==> src/rtl/tile_map_pkg.sv <==
// Shared constants, types and FSM encoding for the tile-map controller.
package tile_map_pkg;

  localparam int unsigned COLS      = 20;
  localparam int unsigned ROWS      = 15;
  localparam int unsigned TILE_PX   = 32;
  localparam int unsigned H_ACTIVE  = 640;
  localparam int unsigned V_ACTIVE  = 480;
  localparam int unsigned MAP_DEPTH = COLS * ROWS;
  localparam int unsigned ADDR_W    = 9;
  localparam int unsigned TILE_W    = 4;

  typedef logic [TILE_W-1:0] tile_t;

  typedef enum logic [0:0] {
    StFill,
    StIdle
  } state_e;

endpackage

==> src/rtl/tile_map_ctrl_rr_arbiter.sv <==
// Round-robin arbiter: combinational one-hot grant, pointer advances past the winner.
module rr_arbiter #(
  parameter int unsigned NUM_REQ = 2
) (
  input  logic               clk,
  input  logic               rst,
  input  logic [NUM_REQ-1:0] req,
  input  logic               enable,
  output logic [NUM_REQ-1:0] gnt
);

  localparam int unsigned PtrW = (NUM_REQ > 1) ? $clog2(NUM_REQ) : 1;

  logic [PtrW-1:0] ptr_q, ptr_d;
  logic [PtrW-1:0] idx;
  logic            found;

  always_comb begin
    gnt   = '0;
    ptr_d = ptr_q;
    found = 1'b0;
    idx   = '0;
    if (enable) begin
      for (int unsigned i = 0; i < NUM_REQ; i++) begin
        idx = PtrW'((32'(ptr_q) + i) % NUM_REQ);
        if (!found && req[idx]) begin
          found    = 1'b1;
          gnt[idx] = 1'b1;
          ptr_d    = PtrW'((32'(idx) + 1) % NUM_REQ);
        end
      end
    end
  end

  always_ff @(posedge clk) begin
    if (rst) begin
      ptr_q <= '0;
    end else begin
      ptr_q <= ptr_d;
    end
  end

endmodule

==> src/rtl/tile_map_ctrl.sv <==
// Tile-ID map: 1-cycle VGA read port, arbitrated requester writes, whole-map fills.
// Optional drop counter for out-of-range writes enabled by TILE_MAP_DROP_CNT_EN.
module tile_map_ctrl
  import tile_map_pkg::*;
#(
  parameter int unsigned COLS       = 20,
  parameter int unsigned ROWS       = 15,
  parameter int unsigned TILE_W     = 4,
  parameter int unsigned NUM_REQ    = 2,
  parameter int unsigned RESET_FILL = 1
) (
  input  logic                      clk,
  input  logic                      rst,
  input  logic [9:0]                h_cnt,
  input  logic [9:0]                v_cnt,
  output logic [TILE_W-1:0]         tile_id,
  output logic                      tile_valid,
  input  logic [NUM_REQ-1:0]        req,
  input  logic [NUM_REQ*5-1:0]      req_col,
  input  logic [NUM_REQ*4-1:0]      req_row,
  input  logic [NUM_REQ*TILE_W-1:0] req_data,
  output logic [NUM_REQ-1:0]        gnt,
  input  logic                      fill_start,
  input  logic [TILE_W-1:0]         fill_value,
  output logic                      busy
`ifdef TILE_MAP_DROP_CNT_EN
  ,
  output logic [7:0]                drop_cnt
`endif
);

  localparam int unsigned Depth = COLS * ROWS;

  state_e              state_q, state_d;
  logic [ADDR_W-1:0]   fill_addr_q, fill_addr_d;
  logic [TILE_W-1:0]   fill_val_q, fill_val_d;
  logic [TILE_W-1:0]   mem_q [Depth];

  logic                fill_go, arb_en;
  logic [4:0]          wr_col;
  logic [3:0]          wr_row;
  logic [TILE_W-1:0]   wr_data;
  logic                wr_in_range;
  logic                mem_we;
  logic [ADDR_W-1:0]   mem_waddr;
  logic [TILE_W-1:0]   mem_wdata;
  logic                rd_active;
  logic [ADDR_W-1:0]   rd_addr;
  logic [TILE_W-1:0]   tile_id_q;
  logic                tile_valid_q;

  assign fill_go = (state_q == StIdle) && fill_start;
  assign arb_en  = (state_q == StIdle) && !fill_start;
  assign busy    = (state_q == StFill);

  rr_arbiter #(
    .NUM_REQ (NUM_REQ)
  ) u_arb (
    .clk    (clk),
    .rst    (rst),
    .req    (req),
    .enable (arb_en),
    .gnt    (gnt)
  );

  always_comb begin
    state_d     = state_q;
    fill_addr_d = fill_addr_q;
    fill_val_d  = fill_val_q;
    unique case (state_q)
      StFill: begin
        fill_addr_d = fill_addr_q + 1'b1;
        if (fill_addr_q == ADDR_W'(Depth - 1)) begin
          state_d     = StIdle;
          fill_addr_d = '0;
        end
      end
      StIdle: begin
        if (fill_start) begin
          state_d     = StFill;
          fill_val_d  = fill_value;
          fill_addr_d = '0;
        end
      end
      default: state_d = StFill;
    endcase
  end

  always_ff @(posedge clk) begin
    if (rst) begin
      state_q     <= StFill;
      fill_addr_q <= '0;
      fill_val_q  <= TILE_W'(RESET_FILL);
    end else begin
      state_q     <= state_d;
      fill_addr_q <= fill_addr_d;
      fill_val_q  <= fill_val_d;
    end
  end

  // Mux out the granted requester's write fields.
  always_comb begin
    wr_col  = '0;
    wr_row  = '0;
    wr_data = '0;
    for (int i = 0; i < NUM_REQ; i++) begin
      if (gnt[i]) begin
        wr_col  = req_col[i*5 +: 5];
        wr_row  = req_row[i*4 +: 4];
        wr_data = req_data[i*TILE_W +: TILE_W];
      end
    end
  end

  assign wr_in_range = (wr_col < 5'(COLS)) && (wr_row < 4'(ROWS));
  assign mem_we      = !rst && ((state_q == StFill) || ((|gnt) && wr_in_range));
  assign mem_waddr   = (state_q == StFill) ? fill_addr_q
                                           : ADDR_W'(32'(wr_row) * COLS + 32'(wr_col));
  assign mem_wdata   = (state_q == StFill) ? fill_val_q : wr_data;

  always_ff @(posedge clk) begin
    if (mem_we) begin
      mem_q[mem_waddr] <= mem_wdata;
    end
  end

  // Read samples pre-write contents, so a same-cycle write returns old data.
  assign rd_active = (h_cnt < 10'(H_ACTIVE)) && (v_cnt < 10'(V_ACTIVE));
  assign rd_addr   = ADDR_W'(32'(v_cnt[9:5]) * COLS + 32'(h_cnt[9:5]));

  always_ff @(posedge clk) begin
    if (rst) begin
      tile_id_q    <= '0;
      tile_valid_q <= 1'b0;
    end else begin
      tile_valid_q <= rd_active;
      tile_id_q    <= rd_active ? mem_q[rd_addr] : '0;
    end
  end

  assign tile_id    = tile_id_q;
  assign tile_valid = tile_valid_q;

`ifdef TILE_MAP_DROP_CNT_EN
  logic [7:0] drop_cnt_q;
  logic       req_drop;

  assign req_drop = (|gnt) && !wr_in_range;

  always_ff @(posedge clk) begin
    if (rst) begin
      drop_cnt_q <= '0;
    end else if (fill_go) begin
      drop_cnt_q <= '0;
    end else if (req_drop && (drop_cnt_q != 8'hFF)) begin
      drop_cnt_q <= drop_cnt_q + 8'd1;
    end
  end

  assign drop_cnt = drop_cnt_q;
`endif

endmodule
==> config.mk <==
export PLATFORM = sky130hd
export DESIGN_NAME = tile_map_ctrl
export DESIGN_NICKNAME = d
export VERILOG_FILES = /design/src/rtl/tile_map_pkg.sv /design/src/rtl/tile_map_ctrl_rr_arbiter.sv /design/src/rtl/tile_map_ctrl.sv
export SDC_FILE = /design/constraint.sdc
export NUM_CORES = 1
export LEC_CHECK = 0
export ABC_CLOCK_PERIOD_IN_PS = 15800
export BUFFER_PORTS_ARGS = -buffer_cell sky130_fd_sc_hd__buf_2
export CORE_AREA = 3 3 397 320
export CTS_BUF_LIST = sky130_fd_sc_hd__clkbuf_4 sky130_fd_sc_hd__clkbuf_8
export DETAILED_ROUTE_END_ITERATION = 12
export DIE_AREA = 0 0 400 323
export SLEW_MARGIN = 20
export SYNTH_ARGS = -nofsm -noshare
export SYNTH_HDL_FRONTEND = slang
export SYNTH_SLANG_ARGS = --single-unit
==> constraint.sdc <==
create_clock -name clk -period 15.8 [get_ports clk]
set_clock_uncertainty 0.2 [all_clocks]
set_input_delay 1.58 -clock clk [delete_from_list [all_inputs] [get_ports clk]]
set_output_delay 1.58 -clock clk [all_outputs]
set_load 0.03 [all_outputs]
==> results of run 1 <==
-- routing by layer --
metal	global-route usage	up-vias	share of wire
li1	-	10870	-
met1	0.2772	13670	0.43
met2	0.2995	1183	0.47
met3	0.04228	207	0.085
met4	0.06236	0	0.023
met5	0	-	0
-- sequential cells by signal, indices dropped and copies added, names as in the netlist --
| name | cells |
|---|---|
| tile_valid | 1 |
| state_q | 1 |
| u_arb.ptr_q | 1 |
| fill_val_q | 4 |
| mem_q | 1200 |
| fill_addr_q | 9 |
| tile_id | 4 |
-- worst max-delay path by stage --
| stage | startpoint | to | slack, ns | depth (start not counted) |
|---|---|---|---|---|
| CTS | fill_start | mem_q[282][2]$_DFFE_PP_ | 9.23 | 15 |
| floorplan | state_q$_SDFF_PP0_ | mem_q[0][0]$_DFFE_PP_ | 0.41 | 5 |
| finish | fill_start | mem_q[282][2]$_DFFE_PP_ | 9.06 | 15 |
| global route | fill_start | mem_q[257][1]$_DFFE_PP_ | 8.90 | 15 |
| detailed placement | fill_start | mem_q[282][3]$_DFFE_PP_ | 8.29 | 15 |
| global placement | fill_start | mem_q[282][3]$_DFFE_PP_ | 8.47 | 15 |
-- worst max-delay path, stage by stage --
cell      delay (ns)
buf_2           0.16
nor2b_4         0.23
and3_1          0.57
a22o_1          0.33
ha_1            0.26
ha_1            0.19
inv_1           0.09
fa_1            0.43
nand2b_1        0.21
or3_1           0.32
or3_1           0.31
a31oi_1         0.58
and2_1          0.27
nand3_1         0.74
nor2_1          0.71
-- layout make-up --
| class | instances | area, µm² | share of cell area |
|---|---|---|---|
| Timing Repair Buffer | 96 | 684.4 | 0.01242 |
| Clock buffer | 241 | 2992 | 0.05427 |
| Tap cell | 1638 | 2049 | 0.03718 |
| Sequential cell | 1220 | 36430 | 0.6609 |
| Clock inverter | 94 | 748.2 | 0.01357 |
| Antenna cell | 3 | 7.507 | 0.0001362 |
| Multi-Input combinational cell | 1230 | 12160 | 0.2205 |
| Inverter | 14 | 52.55 | 0.0009533 |
-- where the power goes --
group | internal, mW | switching [mW] | leakage, nW
sequential | 3.50 | 0.00268 | 11.5
combinational | 0.148 | 0.303 | 4.04
clock | 1.43 | 1.23 | 1.96
total | 5.08 | 1.53 | 17.5
-- cells in the mapped netlist (all sizes together) (5+ instances only) --
master   instances
and2            10
a2111oi          6
nor2b           17
nor3            20
mux4           301
a21oi           42
clkbuf          58
buf            100
xnor2            8
mux2             6
nand3           50
nand2b          11
dfxtp           20
o211ai           8
a221oi           9
a22oi           27
o22ai           12
nand2          127
nor2           353
a211oi          15
a31oi           13
ha              17
a22o             6
edfxtp        1200
nor4             7
and3             8
o21ai           20
or3              5
inv             14
mux2i           63
a311oi           8
-- per-stage QoR --
stage,setup WS (ns),power (mW),instances,instance area [µm²],util
after global routing,8.899,6.827,4535,55120,0.4475
after CTS,9.230,6.661,4532,55090,0.4472
after floorplan,0.4132,3.840,2622,49280,-
after global placement,8.467,4.018,4197,51350,0.4169
after detailed placement,8.294,4.020,4197,51350,0.4169
final,9.056,6.614,4536,55130,0.4476
-- cell families (layout without fill, tap and decap cells) --
group           Yosys count  in the layout  share of synthesized area
compound gates          201            201                    0.02851
xor+xnor                 13             13                   0.002590
fa+ha+maj                21             21                   0.005941
buf+inv                 172            445                    0.01617
flops                  1220           1220                     0.7393
mux                     370            370                     0.1520
other cells               0              3                          0
simple gates            625            625                    0.05550
==> impl_metrics.yaml, run 1 <==
pwr:
  p_per_area_nw_per_um2: 120.0
  leakagePower_nw: 17.55
  worst_ir_drop_vdd_v: 0.00009385
cells_and_area:
  layout_common_cells: "1200 x edfxtp_1, 353 x nor2_1, 301 x mux4_2"
  num-fill-cells: 10530
  area_growth_pct: 11.86
  final_common_cell: "edfxtp_1"
  layout.nets: 2820
  drive_above_1_share: 0.2522
worst_setup_path:
  critical_path_arrival_ns: 7.02
  rr_worst_depth: 14
  cp-start-kind: "primary input"
  rrSetupSlack_ns: 9.59
  cp.required_ns: 16.08
  crit_path_max_fanout: 18
  r2r-start: "state_q$_SDFF_PP0_"
  crit_type: "primary input to flop"
  setup.worst_path.end_class: "flop"
  rr_endpoint: "mem_q[282][2]$_DFFE_PP_"
timing:
  min_period_ns: 6.744
  setup_tns_ns: 0
  fin_crit_sh: 0.4268
  hold_viol: 0
  slew_violations: 0
  grt_setup_unrepaired: "false"
  tightest_slew_ns: 1.155
  fmaxAchievable_ghz: 0.1483
  hold_slack_ns: 0.2732
  finalSetupViolations: 0
  maxSlewHeadroom: 0.2270
synth:
  synth_edf_count: 1200
  synth-async-reset-ratio: 0
  synth.avg_cell_area_um2: 18.80
  synth.distinct_cells: 66
  syn_area_um2: 49280
  yosys_warnings: 0
  synth_seq_area_share: 0.7393
  synth-seq-cells: 1220
  synth.area.top_cells: "edfxtp_1 73%, mux4_2 14%, nor2_1 2.7%, mux2i_1 1.3%, nand2_1 0.85%"
  synth_area_leader_cell: "edfxtp_1"
  synth_fp_nets: 2698
  synth_top_area_share: 0.7312
  synth_flop_cell: "edfxtp_1"
  synthesis.instances: 2622
clocking:
  clock-sinks: 1220
  cts_tree: "built"
  cts-root-buf: "clkbuf_8"
  path_clk_slew_ns: 0.06
  post-cts-setup-buffers: 0
  clkLatencyLatePin_ns: 0.87
  cts_buffers: 182
  clk_path_buf_depth: 3
  cts_hold_buf: 0
  h-tree-depth: 4
  cts_resized: 0
drt:
  drtAntennaViolNets: 0
  wl_per_cell_um: 27.41
  drc_errors: 0
  drt_pass1_iterations: 8
  vias: 25930
  drtIter0Drc: 2726
  via_per_inst: 5.716
  wirelength_mm: 124.3
floorplanning:
  num_rows: 115
  dieHeight_um: 323
  die_area_um2: 129200
  die_w_um: 400
  initial_core_util: 0.4001
  ios: 63
  core_area_um2: 123200
job:
  maxCapViolations: 0
hold_path:
  min_path_type: "flop to flop"
  min_path_cells: 1
  hp-start: "fill_val_q[0]$_SDFFE_PP1P_"
  hold_end: "fill_val_q[0]$_SDFFE_PP1P_"
place:
  port_buffers: 52
  dp_hpwl_mm: 71.81
  gp_congestion: 0.8532
global_route:
  grt.overflow.total: 0
  grtUsageTotal: 0.1942
  grt_max_degree: 220
  grt_pass1_wl_mm: 183.2
  grt_pass1_vias: 26600
  antenna_found_initial: 2
run_status:
  outcome: "complete, no violations"
No activity file was read; power rests on OpenSTA's default activity.
==> inputs of run 2 (changes only) <==
--- a/config.mk
+++ b/config.mk
@@ -5,12 +5,13 @@
 export SDC_FILE = /design/constraint.sdc
 export NUM_CORES = 1
 export LEC_CHECK = 0
-export ABC_CLOCK_PERIOD_IN_PS = 15800
+export ABC_AREA = 1
+export ABC_CLOCK_PERIOD_IN_PS = 5960
 export BUFFER_PORTS_ARGS = -buffer_cell sky130_fd_sc_hd__buf_2
-export CORE_AREA = 3 3 397 320
+export CORE_AREA = 3 3 404 326
 export CTS_BUF_LIST = sky130_fd_sc_hd__clkbuf_4 sky130_fd_sc_hd__clkbuf_8
 export DETAILED_ROUTE_END_ITERATION = 12
-export DIE_AREA = 0 0 400 323
+export DIE_AREA = 0 0 407 329
 export SLEW_MARGIN = 20
 export SYNTH_ARGS = -nofsm -noshare
 export SYNTH_HDL_FRONTEND = slang
==> constraint.sdc (replaced) <==
create_clock -name clk -period 5.96 [get_ports clk]
set_clock_uncertainty 0.2 [all_clocks]
set_input_delay 0.596 -clock clk [delete_from_list [all_inputs] [get_ports clk]]
set_output_delay 0.596 -clock clk [all_outputs]
set_load 0.03 [all_outputs]
==> run 2 against run 1 <==
  * Synthesized area grew 3.8%
  * Utilization barely moved
  * Sequential share of layout area down 2.3 points
  * Combinational power rose to 3.2 times the previous value
  * Clock-buffer cell count grew 3
  * Power grew to 2.7 times the previous value
  * Global-route usage increased by 1.4 points
  * Critical path type is now flop to flop
  * Critical endpoint is now mem_q[288][0]$_DFFE_PP_
  * Highest routed layer is now met5
==> impl_metrics.yaml, run 2 <==
worst_setup_path:
  rrSetupSlack_ns: 0.68
  rr_worst_depth: 17
  critical_path_arrival_ns: 5.60
  crit_path_max_fanout: 13
  rr_endpoint: "mem_q[288][0]$_DFFE_PP_"
  cp_slowest_stage_delay_ns: 0.42
  crit_type: "flop to flop"
  path_delay_family: "simple AND/OR/NAND/NOR gates"
  cp-start-kind: "flop"
  path_cells: "inv_2 -> nor2_4 -> nand3_2 -> inv_1 -> nand2_1 -> a21oi_1 -> ha_1 -> ha_1 -> inv_1 -> fa_1 -> nor2_1 -> o21ai_0 -> o21ai_1 -> bufinv_8 -> nor2_8 -> nand3_2 -> nor2_1"
  r2r-start: "state_q$_SDFF_PP0_"
  path_buf_inv: 4
  critPathSlowestCell: "fa_1"
  setup.worst_path.end_class: "flop"
  cp.required_ns: 6.28
timing:
  setup_tns_ns: 0
  slew_violations: 0
  finalSetupViolations: 0
  maxSlewHeadroom: 0.1939
  min_period_ns: 5.281
  grt_setup_unrepaired: "false"
  hold_viol: 0
  tightest_slew_ns: 1.200
  fmaxAchievable_ghz: 0.1894
  hold_slack_ns: 0.2258
  fin_crit_sh: 0.8860
synth:
  synth-async-reset-ratio: 0
  synth.area.top_cells: "edfxtp_1 70%, nor2_1 6.3%, nand3_1 5.2%, o21ai_0 4.2%, nand2_1 4.2%"
  synth_flop_cell: "edfxtp_1"
  synth-seq-cells: 1220
  synth_area_leader_cell: "edfxtp_1"
  yosys_warnings: 0
  synthTopCellsByCount: "1200 x edfxtp_1, 857 x nor2_1, 569 x nand2_1"
  synth_fp_nets: 4481
  synth.avg_cell_area_um2: 11.61
  syn_area_um2: 51140
  synth_top_area_share: 0.7046
  synth_edf_count: 1200
  yosysMostFrequentCell: "edfxtp_1"
  synth_seq_area_share: 0.7124
  synthesis.instances: 4405
  synth.distinct_cells: 44
job:
  maxCapViolations: 0
pwr:
  leakagePower_nw: 18.70
  worst_ir_drop_vdd_v: 0.0002415
  p_per_area_nw_per_um2: 307.0
cells_and_area:
  fin_util: 0.4478
  num-fill-cells: 11710
  final_common_cell: "edfxtp_1"
  area_growth_pct: 11.65
  drive_above_1_share: 0.1023
  top_register: "mem_q"
  largest_reg_flops: 1200
  final-seq-area_um2: 36430
  layout.nets: 4515
  reg_top3: "mem_q (1200), fill_addr_q (9)"
  layout_common_cells: "1200 x edfxtp_1, 857 x nor2_1, 553 x nand2_1"
  multi_input_area_um2: 13050
  fin_cells: 6319
clocking:
  h-tree-depth: 4
  cts_tree: "built"
  cts_buffers: 190
  clkLatencyLatePin_ns: 0.90
  clock-sinks: 1220
  cts_resized: 0
  clk_path_buf_depth: 3
  cts-root-buf: "clkbuf_8"
  path_clk_slew_ns: 0.07
drt:
  drc_errors: 0
  drtIter0Drc: 4023
  via_per_inst: 5.458
  wirelength_mm: 139.5
  wl_per_cell_um: 22.07
  vias: 34490
  drt_pass1_iterations: 8
  drtAntennaViolNets: 0
global_route:
  grt.overflow.total: 0
  grt_pass1_vias: 33840
  grt_max_degree: 193
  grtUsageTotal: 0.2079
  antenna_found_initial: 6
  grt_pass1_wl_mm: 208.6
place:
  gp_congestion: 0.8319
  dp_hpwl_mm: 75.21
  post-place-cells: 5952
  port_buffers: 52
floorplanning:
  core_area_um2: 127500
  ios: 63
  die_area_um2: 133900
  num_rows: 117
  initial_core_util: 0.4011
  die_w_um: 407
  dieHeight_um: 329
hold_path:
  hp-start: "v_cnt[8]"
  min_path_cells: 4
  hold_end: "tile_valid$_SDFF_PP0_"
  min_path_type: "primary input to flop"
run_status:
  outcome: "complete, no violations"
==> run 2: changes by cell type in the layout (fill, tap and decap cells not counted), sizes merged, moves of 63 or more <==
cell | before | now
mux4 | 301 | 0
nand3 | 50 | 539
nand2 | 127 | 572
nor2 | 353 | 859
mux2i | 63 | 0
o21ai | 20 | 430
inv | 17 | 163
o211ai | 8 | 149
==> run 2: kinds of logic (layout without fill, tap and decap cells) <==
family          Yosys count  in the layout  share of synthesized area
simple gates           1991           1991                     0.1652
flops                  1220           1220                     0.7124
compound gates          709            709                    0.07956
buf+inv                 454            642                    0.03538
fa+ha+maj                21             21                   0.005725
xor+xnor                 10             10                   0.001712
other cells               0              1                          0
==> run 2: through the flow <==
| step | power (mW) | instance area, µm² | setup WS (ns) |
|---|---|---|---|
| global route | 18.15 | 57100 | 0.3233 |
| detailed placement | 10.89 | 53290 | 0.4667 |
| finish | 17.53 | 57100 | 0.6793 |
| floorplan | 10.31 | 51160 | 1.251 |
| CTS | 17.64 | 57100 | 0.6861 |
| global placement | 10.88 | 53270 | 0.4841 |
==> run 2: tightest hold or removal path, cell delays in order <==
cell	delay [ns]
buf_2	0.11
nand4_1	0.07
nand4_1	0.39
inv_1	0.08
==> run 2: layout make-up <==
type | instances | area share
Tap cell | 1725 | 0.03780
Clock inverter | 102 | 0.009970
Timing Repair Buffer | 142 | 0.02156
Sequential cell | 1220 | 0.6381
Multi-Input combinational cell | 2731 | 0.2285
Antenna cell | 1 | 0.00004382
Inverter | 154 | 0.01078
Clock buffer | 244 | 0.05322
==> run 2: power by group <==
part / total, mW / switching (mW) / internal [mW]
Sequential: 9.29 / 0.00343 / 9.29
Clock: 6.78 / 3.33 / 3.45
Combinational: 1.46 / 1.08 / 0.384
==> run 2: repair_timing <==
action / in CTS / in global routing
hold endpoints to repair: 24 / 0
hold buffers: 20 / 0
setup buffers: 0 / 0
==> run 2: worst max path at each step <==
stage | startpoint | endpoint | slack [ns] | depth (start not counted)
global placement | fill_start | mem_q[291][2]$_DFFE_PP_ | 0.48 | 17
finish | state_q$_SDFF_PP0_ | mem_q[288][0]$_DFFE_PP_ | 0.68 | 17
floorplan | fill_start | mem_q[272][0]$_DFFE_PP_ | 1.25 | 18
CTS | state_q$_SDFF_PP0_ | mem_q[296][0]$_DFFE_PP_ | 0.69 | 17
global route | state_q$_SDFF_PP0_ | mem_q[296][0]$_DFFE_PP_ | 0.32 | 17
detailed placement | fill_start | mem_q[290][3]$_DFFE_PP_ | 0.47 | 17
==> run 2: routing by layer <==
layer / vias up / track usage / share of wire
met1: 16710 / 0.2959 / 0.43
met4: 10 / 0.08054 / 0.033
met2: 1665 / 0.3079 / 0.43
met3: 299 / 0.05060 / 0.10
li1: 15800 / - / -
met5: - / 0 / 0.00052
